--- config.mk ---
export PLATFORM = sky130hd
export DESIGN_NAME = idma_tpram_fifo_ctrl_flat
export DESIGN_NICKNAME = d
export VERILOG_FILES = /design/src/rtl/idma_tpram_fifo_ctrl_if.sv /design/src/rtl/idma_tpram_fifo_ctrl.sv /design/src/flat_wrapper.sv
export SDC_FILE = /design/constraint.sdc
export NUM_CORES = 1
export LEC_CHECK = 0
export CAP_MARGIN = 30
export CORE_AREA = 2 2 101 151
export CTS_CLUSTER_DIAMETER = 50
export DETAILED_ROUTE_END_ITERATION = 16
export DIE_AREA = 0 0 103 153
export GPL_ROUTABILITY_DRIVEN = 0
export GPL_TIMING_DRIVEN = 0
export PLACE_DENSITY = 0.64
export RECOVER_POWER = 100
export SKIP_LAST_GASP = 1
export SLEW_MARGIN = 20
export SYNTH_ARGS = -nofsm -noshare
export SYNTH_HDL_FRONTEND = slang
export SYNTH_SLANG_ARGS = --single-unit
--- constraint.sdc ---
create_clock -name clk -period 11.6 [get_ports clk]
set_clock_uncertainty 0.05 [all_clocks]
set_input_delay 1.16 -clock clk [delete_from_list [all_inputs] [get_ports clk]]
set_output_delay 1.16 -clock clk [all_outputs]
set_load 0.01 [all_outputs]
--- src/rtl/idma_tpram_fifo_ctrl_if.sv ---
// ---------------------------------------------------------------------------
// idma_tpram_fifo_ctrl_if
// Purpose : bundles the stream handshakes, occupancy and two-port RAM bus of
//           the TPRAM FIFO controller into one interface.
// Signals :
//   flush                 synchronous clear request into the controller
//   s_valid/s_ready/s_data write-side stream (into the FIFO)
//   m_valid/m_ready/m_data read-side stream (out of the FIFO)
//   level                 total occupancy, RAM plus in-flight plus buffered
//   mem_wceb/waddr/wdata  RAM write port, enable active-low
//   mem_rceb/raddr/rdata  RAM read port, enable active-low, data registered
// Modports:
//   slave  - the controller
//   master - whatever drives the streams and hosts the RAM
// ---------------------------------------------------------------------------
interface idma_tpram_fifo_ctrl_if #(
    parameter int DW = 32,
    parameter int AW = 5
);
    logic          flush;
    logic          s_valid;
    logic          s_ready;
    logic [DW-1:0] s_data;
    logic          m_valid;
    logic          m_ready;
    logic [DW-1:0] m_data;
    logic [AW:0]   level;
    logic          mem_wceb;
    logic [AW-1:0] mem_waddr;
    logic [DW-1:0] mem_wdata;
    logic          mem_rceb;
    logic [AW-1:0] mem_raddr;
    logic [DW-1:0] mem_rdata;

    modport slave (
        input  flush, s_valid, s_data, m_ready, mem_rdata,
        output s_ready, m_valid, m_data, level,
               mem_wceb, mem_waddr, mem_wdata, mem_rceb, mem_raddr
    );

    modport master (
        output flush, s_valid, s_data, m_ready, mem_rdata,
        input  s_ready, m_valid, m_data, level,
               mem_wceb, mem_waddr, mem_wdata, mem_rceb, mem_raddr
    );
endinterface

--- src/rtl/idma_tpram_fifo_ctrl.sv ---
// ---------------------------------------------------------------------------
// idma_tpram_fifo_ctrl
// Purpose : FIFO controller around an external two-port RAM (one write port,
//           one registered read port). A two-entry output buffer absorbs the
//           one-cycle RAM read latency so the read side runs without bubbles.
//           Capacity is the RAM depth plus two.
// Ports   :
//   clk  - single clock for all state and both RAM ports
//   rst  - asynchronous active-high reset
//   bus  - idma_tpram_fifo_ctrl_if.slave (streams, flush, level, RAM bus)
// ---------------------------------------------------------------------------
module idma_tpram_fifo_ctrl #(
    parameter int DW = 32,
    parameter int AW = 5
) (
    input  logic                  clk,
    input  logic                  rst,
    idma_tpram_fifo_ctrl_if.slave bus
);
    localparam logic [AW:0] FULL = (AW+1)'(2**AW);

    logic [AW-1:0] wptr_q, wptr_d;
    logic [AW-1:0] rptr_q, rptr_d;
    logic [AW:0]   ram_cnt_q, ram_cnt_d;
    logic          rd_pend_q, rd_pend_d;
    logic [1:0]    obuf_cnt_q, obuf_cnt_d;
    logic [DW-1:0] obuf_q [2];
    logic [DW-1:0] obuf_d [2];

    logic          s_ready;
    logic          m_valid;
    logic          push;
    logic          pop;
    logic          issue;
    logic [2:0]    occ_next;

    // Write side: refuse while in reset, flushing, or with the RAM full.
    assign s_ready = !rst && !bus.flush && (ram_cnt_q != FULL);
    assign push    = bus.s_valid && s_ready;

    // Read side: a word is available from the buffer or, bypassing it,
    // straight off the RAM read port when a read landed this cycle.
    assign m_valid = (obuf_cnt_q != 2'd0) || rd_pend_q;
    assign pop     = m_valid && bus.m_ready;

    // Only issue a RAM read if its data is guaranteed a buffer slot next
    // cycle, counting words already buffered or in flight minus this pop.
    assign occ_next = {1'b0, obuf_cnt_q} + {2'b00, rd_pend_q} - {2'b00, pop};
    assign issue    = !bus.flush && (ram_cnt_q != '0) && (occ_next < 3'd2);

    assign bus.s_ready   = s_ready;
    assign bus.m_valid   = m_valid;
    assign bus.m_data    = (obuf_cnt_q != 2'd0) ? obuf_q[0] : bus.mem_rdata;
    assign bus.level     = ram_cnt_q + (AW+1)'(rd_pend_q) + (AW+1)'(obuf_cnt_q);
    assign bus.mem_wceb  = !push;
    assign bus.mem_waddr = wptr_q;
    assign bus.mem_wdata = bus.s_data;
    assign bus.mem_rceb  = !issue;
    assign bus.mem_raddr = rptr_q;

    // Next-state logic. The output buffer is a two-deep shift queue with the
    // head in slot 0: a pop from the buffer shifts it down, then any RAM word
    // arriving this cycle is appended unless the bypass already consumed it.
    // A flush wipes every counter; buffered data becomes unreachable.
    always_comb begin
        wptr_d     = wptr_q + AW'(push);
        rptr_d     = rptr_q + AW'(issue);
        ram_cnt_d  = ram_cnt_q + (AW+1)'(push) - (AW+1)'(issue);
        rd_pend_d  = issue;
        obuf_d     = obuf_q;
        obuf_cnt_d = obuf_cnt_q;

        if (pop && (obuf_cnt_q != 2'd0)) begin
            obuf_d[0]  = obuf_q[1];
            obuf_cnt_d = obuf_cnt_d - 2'd1;
        end
        if (rd_pend_q && !(pop && (obuf_cnt_q == 2'd0))) begin
            obuf_d[obuf_cnt_d[0]] = bus.mem_rdata;
            obuf_cnt_d            = obuf_cnt_d + 2'd1;
        end

        if (bus.flush) begin
            wptr_d     = '0;
            rptr_d     = '0;
            ram_cnt_d  = '0;
            rd_pend_d  = 1'b0;
            obuf_cnt_d = 2'd0;
        end
    end

    // Control state; reset empties the FIFO immediately.
    always_ff @(posedge clk or posedge rst) begin
        if (rst) begin
            wptr_q     <= '0;
            rptr_q     <= '0;
            ram_cnt_q  <= '0;
            rd_pend_q  <= 1'b0;
            obuf_cnt_q <= 2'd0;
        end else begin
            wptr_q     <= wptr_d;
            rptr_q     <= rptr_d;
            ram_cnt_q  <= ram_cnt_d;
            rd_pend_q  <= rd_pend_d;
            obuf_cnt_q <= obuf_cnt_d;
        end
    end

    // Buffer payload carries no reset; obuf_cnt_q alone says what is valid.
    always_ff @(posedge clk) begin
        obuf_q <= obuf_d;
    end
endmodule

--- src/flat_wrapper.sv ---
// flat-port wrapper written by rule: the top's interface ports become plain ports
module idma_tpram_fifo_ctrl_flat 
#(
    parameter int DW = 32,
    parameter int AW = 5
)
  (clk, rst, bus_flush, bus_s_valid, bus_s_data, bus_m_ready, bus_mem_rdata, bus_s_ready, bus_m_valid, bus_m_data, bus_level, bus_mem_wceb, bus_mem_waddr, bus_mem_wdata, bus_mem_rceb, bus_mem_raddr);
  idma_tpram_fifo_ctrl_if #(.DW(DW), .AW(AW)) bus_i ();
  input  logic clk;
  input  logic rst;
  input wire logic [$bits(bus_i.flush)-1:0] bus_flush;
  input wire logic [$bits(bus_i.s_valid)-1:0] bus_s_valid;
  input wire logic [$bits(bus_i.s_data)-1:0] bus_s_data;
  input wire logic [$bits(bus_i.m_ready)-1:0] bus_m_ready;
  input wire logic [$bits(bus_i.mem_rdata)-1:0] bus_mem_rdata;
  output wire logic [$bits(bus_i.s_ready)-1:0] bus_s_ready;
  output wire logic [$bits(bus_i.m_valid)-1:0] bus_m_valid;
  output wire logic [$bits(bus_i.m_data)-1:0] bus_m_data;
  output wire logic [$bits(bus_i.level)-1:0] bus_level;
  output wire logic [$bits(bus_i.mem_wceb)-1:0] bus_mem_wceb;
  output wire logic [$bits(bus_i.mem_waddr)-1:0] bus_mem_waddr;
  output wire logic [$bits(bus_i.mem_wdata)-1:0] bus_mem_wdata;
  output wire logic [$bits(bus_i.mem_rceb)-1:0] bus_mem_rceb;
  output wire logic [$bits(bus_i.mem_raddr)-1:0] bus_mem_raddr;
  assign bus_i.flush = bus_flush;
  assign bus_i.s_valid = bus_s_valid;
  assign bus_i.s_data = bus_s_data;
  assign bus_i.m_ready = bus_m_ready;
  assign bus_i.mem_rdata = bus_mem_rdata;
  assign bus_s_ready = bus_i.s_ready;
  assign bus_m_valid = bus_i.m_valid;
  assign bus_m_data = bus_i.m_data;
  assign bus_level = bus_i.level;
  assign bus_mem_wceb = bus_i.mem_wceb;
  assign bus_mem_waddr = bus_i.mem_waddr;
  assign bus_mem_wdata = bus_i.mem_wdata;
  assign bus_mem_rceb = bus_i.mem_rceb;
  assign bus_mem_raddr = bus_i.mem_raddr;
  idma_tpram_fifo_ctrl #(.DW(DW), .AW(AW)) u_core (.clk(clk), .rst(rst), .bus(bus_i));
endmodule
==> reports/results.tsv <==
metric	value	unit
Post-synth EDFFs	32	
Final ANT Viol Nets	0	
Avg Cell Area, Syn	13.2	sq um
RSZ-0062 raised after global routing	false	
clk sinks	83	
post_cts resized	0	
Synth Area in XOR/XNOR	2.51	%
largest cells by area after synthesis	edfxtp_1 (21%), dfxtp_1 (14%), mux2_2 (13%)	
#FFs+latches synth	83	
total routed wirelength	9530	um
initial antenna violation count	0	
cell taking the most area after synthesis	edfxtp_1	
failing checks	max-capacitance violations, max-slew violations	
gr ovfl total	0	
Rel. slew slack	-5.79	%
Synth Area in Simple Gates	5.33	%
Post-layout nets	565	
Hold Fails Final Rpt	0	
actual slew at the worst max-slew pin	1.59	ns
post-synthesis mux area share	26.9	%
CTS tree	yes	
maximum capacitance violations	1	
ys flop type	edfxtp_1	
via count	2986	
Remaining DRCs	0	
count leader, synth	mux2_2	
Fin Setup TNS	0	ns
die width	103	um
Final Power	1.32	mW
vias per inst	4.43	
Post-Synthesis Cells	342	
Crit. End Element	output port	
largest net degree at the start of global routing	27	
Net Count, Synth	434	
largest family of logic cells by synthesized area	multiplexers	
Mapped Area	4530	sq um
critical path fanouts, max	10	
die height	153	um
share of layout cells above drive strength 1	22.2	%
Core ar.	14500	sq um
Commonest cells post-synth	mux2_2 (54), buf_4 (32), dfxtp_1 (32), edfxtp_1 (32), mux2_4 (30)	
crit path time final	6.40	ns
# diodes	0	
vias in the first global route	3133	
Core Rows	54	
CTS buffer count	9	
post-DP HPWL	7060	um
crit path launch type	flop	
Die ar.	15800	sq um
Starting Density	31.3	%
clock insertion delay at the later pin of the skew report	0.32	ns
Synth cell types	37	
Clk pin slew, worst setup/hold paths	0.06	ns
wire length per cell	14.1	um
clock root cell	clkbuf_16	
outcome	finished with violations	
CTS Buffer Depth	2	
DR iter-0 viols	58	
I/O pins	153	
final worst-path cycle share	55.2	%
Pleak	2.50	nW
setup repair bufs after CTS	0	
TritonRoute pass-1 iters	4	
Peak supply drop	0.0949	mV
Layout area overhead	34.3	%
first-pass GRT wire length	15400	um
asr flop ratio synth	22.9	%
# hold bufs at CTS	0	
Final Setup Violations	0	
adder-cell share of the synthesized area	7.02	%
IO buf count	119	
post-synth top area share	21.2	%
Critical R2R Launch	u_core.obuf_cnt_q[0]$_DFF_PP0_	
fmax	0.156	GHz
register area share after synthesis	45.9	%
Worst EP required	10.39	ns
Worst EP arrival	5.19	ns
min-delay worst type	flop to flop	
Slew Limit Fails	27	
number of warnings issued by yosys	0	
htree depth	3	
Pwr Density	217	nW/um^2
kind of critical path	flop to output port	
Global Route Usage Sum	12.3	%
critical path startpoint	u_core.obuf_cnt_q[0]$_DFF_PP0_	
min-delay src	u_core.bus.mem_raddr[4]$_DFF_PP0_	
fin util	42.1	%
area fraction in compound gates after synthesis	3.18	%
-- worst max-delay path: stages (launching register included) --
cell	delay, ns
dfrtp_1	0.42
inv_1	0.20
ha_1	0.20
clkbuf_1	0.44
clkbuf_1	0.53
nand2_1	0.16
and2_1	0.20
ha_1	0.26
nand2b_1	0.15
fa_1	0.37
xor2_1	0.16
a2111oi_0	1.04
inv_1	0.09
dlygate4sd3_1	0.64
-- cells by family after synthesis --
group / after synthesis
AOI/OAI and AO/OA: 18
xor gates and xnor gates: 13
adders and majority gates: 23
buffers and inverters: 64
DFF: 83
muxes: 98
and+or+nand+nor: 43
-- report_power, final --
group,internal (mW),switching (mW)
Sequential,0.392,0.0473
Clock,0.151,0.108
Combinational,0.352,0.272
-- final timing paths --
path,cells past startpoint,slack [ns],end
max in group asynchronous,2,9.65,u_core.ram_cnt_q[1]$_DFF_PP0_
min,2,0.49,u_core.bus.mem_raddr[4]$_DFF_PP0_
max reg2reg,18,5.63,u_core.ram_cnt_q[4]$_DFF_PP0_
min in group asynchronous,2,1.38,u_core.ram_cnt_q[3]$_DFF_PP0_
max,13,5.20,bus_mem_rceb
min reg2reg,2,0.49,u_core.bus.mem_raddr[4]$_DFF_PP0_
-- metal layers --
metal  share of wire (%)  vias to the layer above  global-route usage, %
met1                  42                     1452                   14.6
li1                    -                     1441                      -
met5                   0                        -                      0
met2                  53                       83                   21.4
met3                 3.9                       10                   2.74
met4                 1.5                        0                   4.01
-- layout by cell type, fill, tap and decap left out, types with 3 or more instances in the layout --
master	instances
a211oi_1	3
a21oi_1	4
buf_4	32
clkbuf_1	15
clkbuf_16	9
clkdlybuf4s50_1	4
dfrtp_1	19
dfxtp_1	32
dlygate4sd3_1	115
edfxtp_1	32
fa_1	4
ha_1	19
inv_1	18
mux2_1	40
mux2_2	54
mux2_4	4
nand2_1	4
nand3_1	5
nor2_1	11
nor2b_1	11
nor4_1	3
xnor2_1	7
xor2_1	6
-- cell type report --
cell class,instances,area (sq um)
Sequential cell,83,2080
Clock inverter,4,27.5
Fill cell,1486,8380
Inverter,18,67.6
Multi-Input combinational cell,195,1910
Tap cell,196,245
Buffer,46,308
Clock buffer,12,246
Timing Repair Buffer,120,1190
-- stage by stage --
step | cell area (sq um) | worst slack (ns) | hold slack, ns | std cells
6_report | 6080 | 5.20 | 0.492 | 674
5_1_grt | 6080 | 4.82 | 0.548 | 674
4_1_cts | 6260 | 5.83 | 0.499 | 674
3_5_place_dp | 5990 | 6.07 | 0.481 | 658
3_3_place_gp | 5960 | 5.89 | 0.479 | 657
2_1_floorplan | 4530 | 6.83 | 0.507 | 342
No activity file was read; power rests on OpenSTA's default activity.
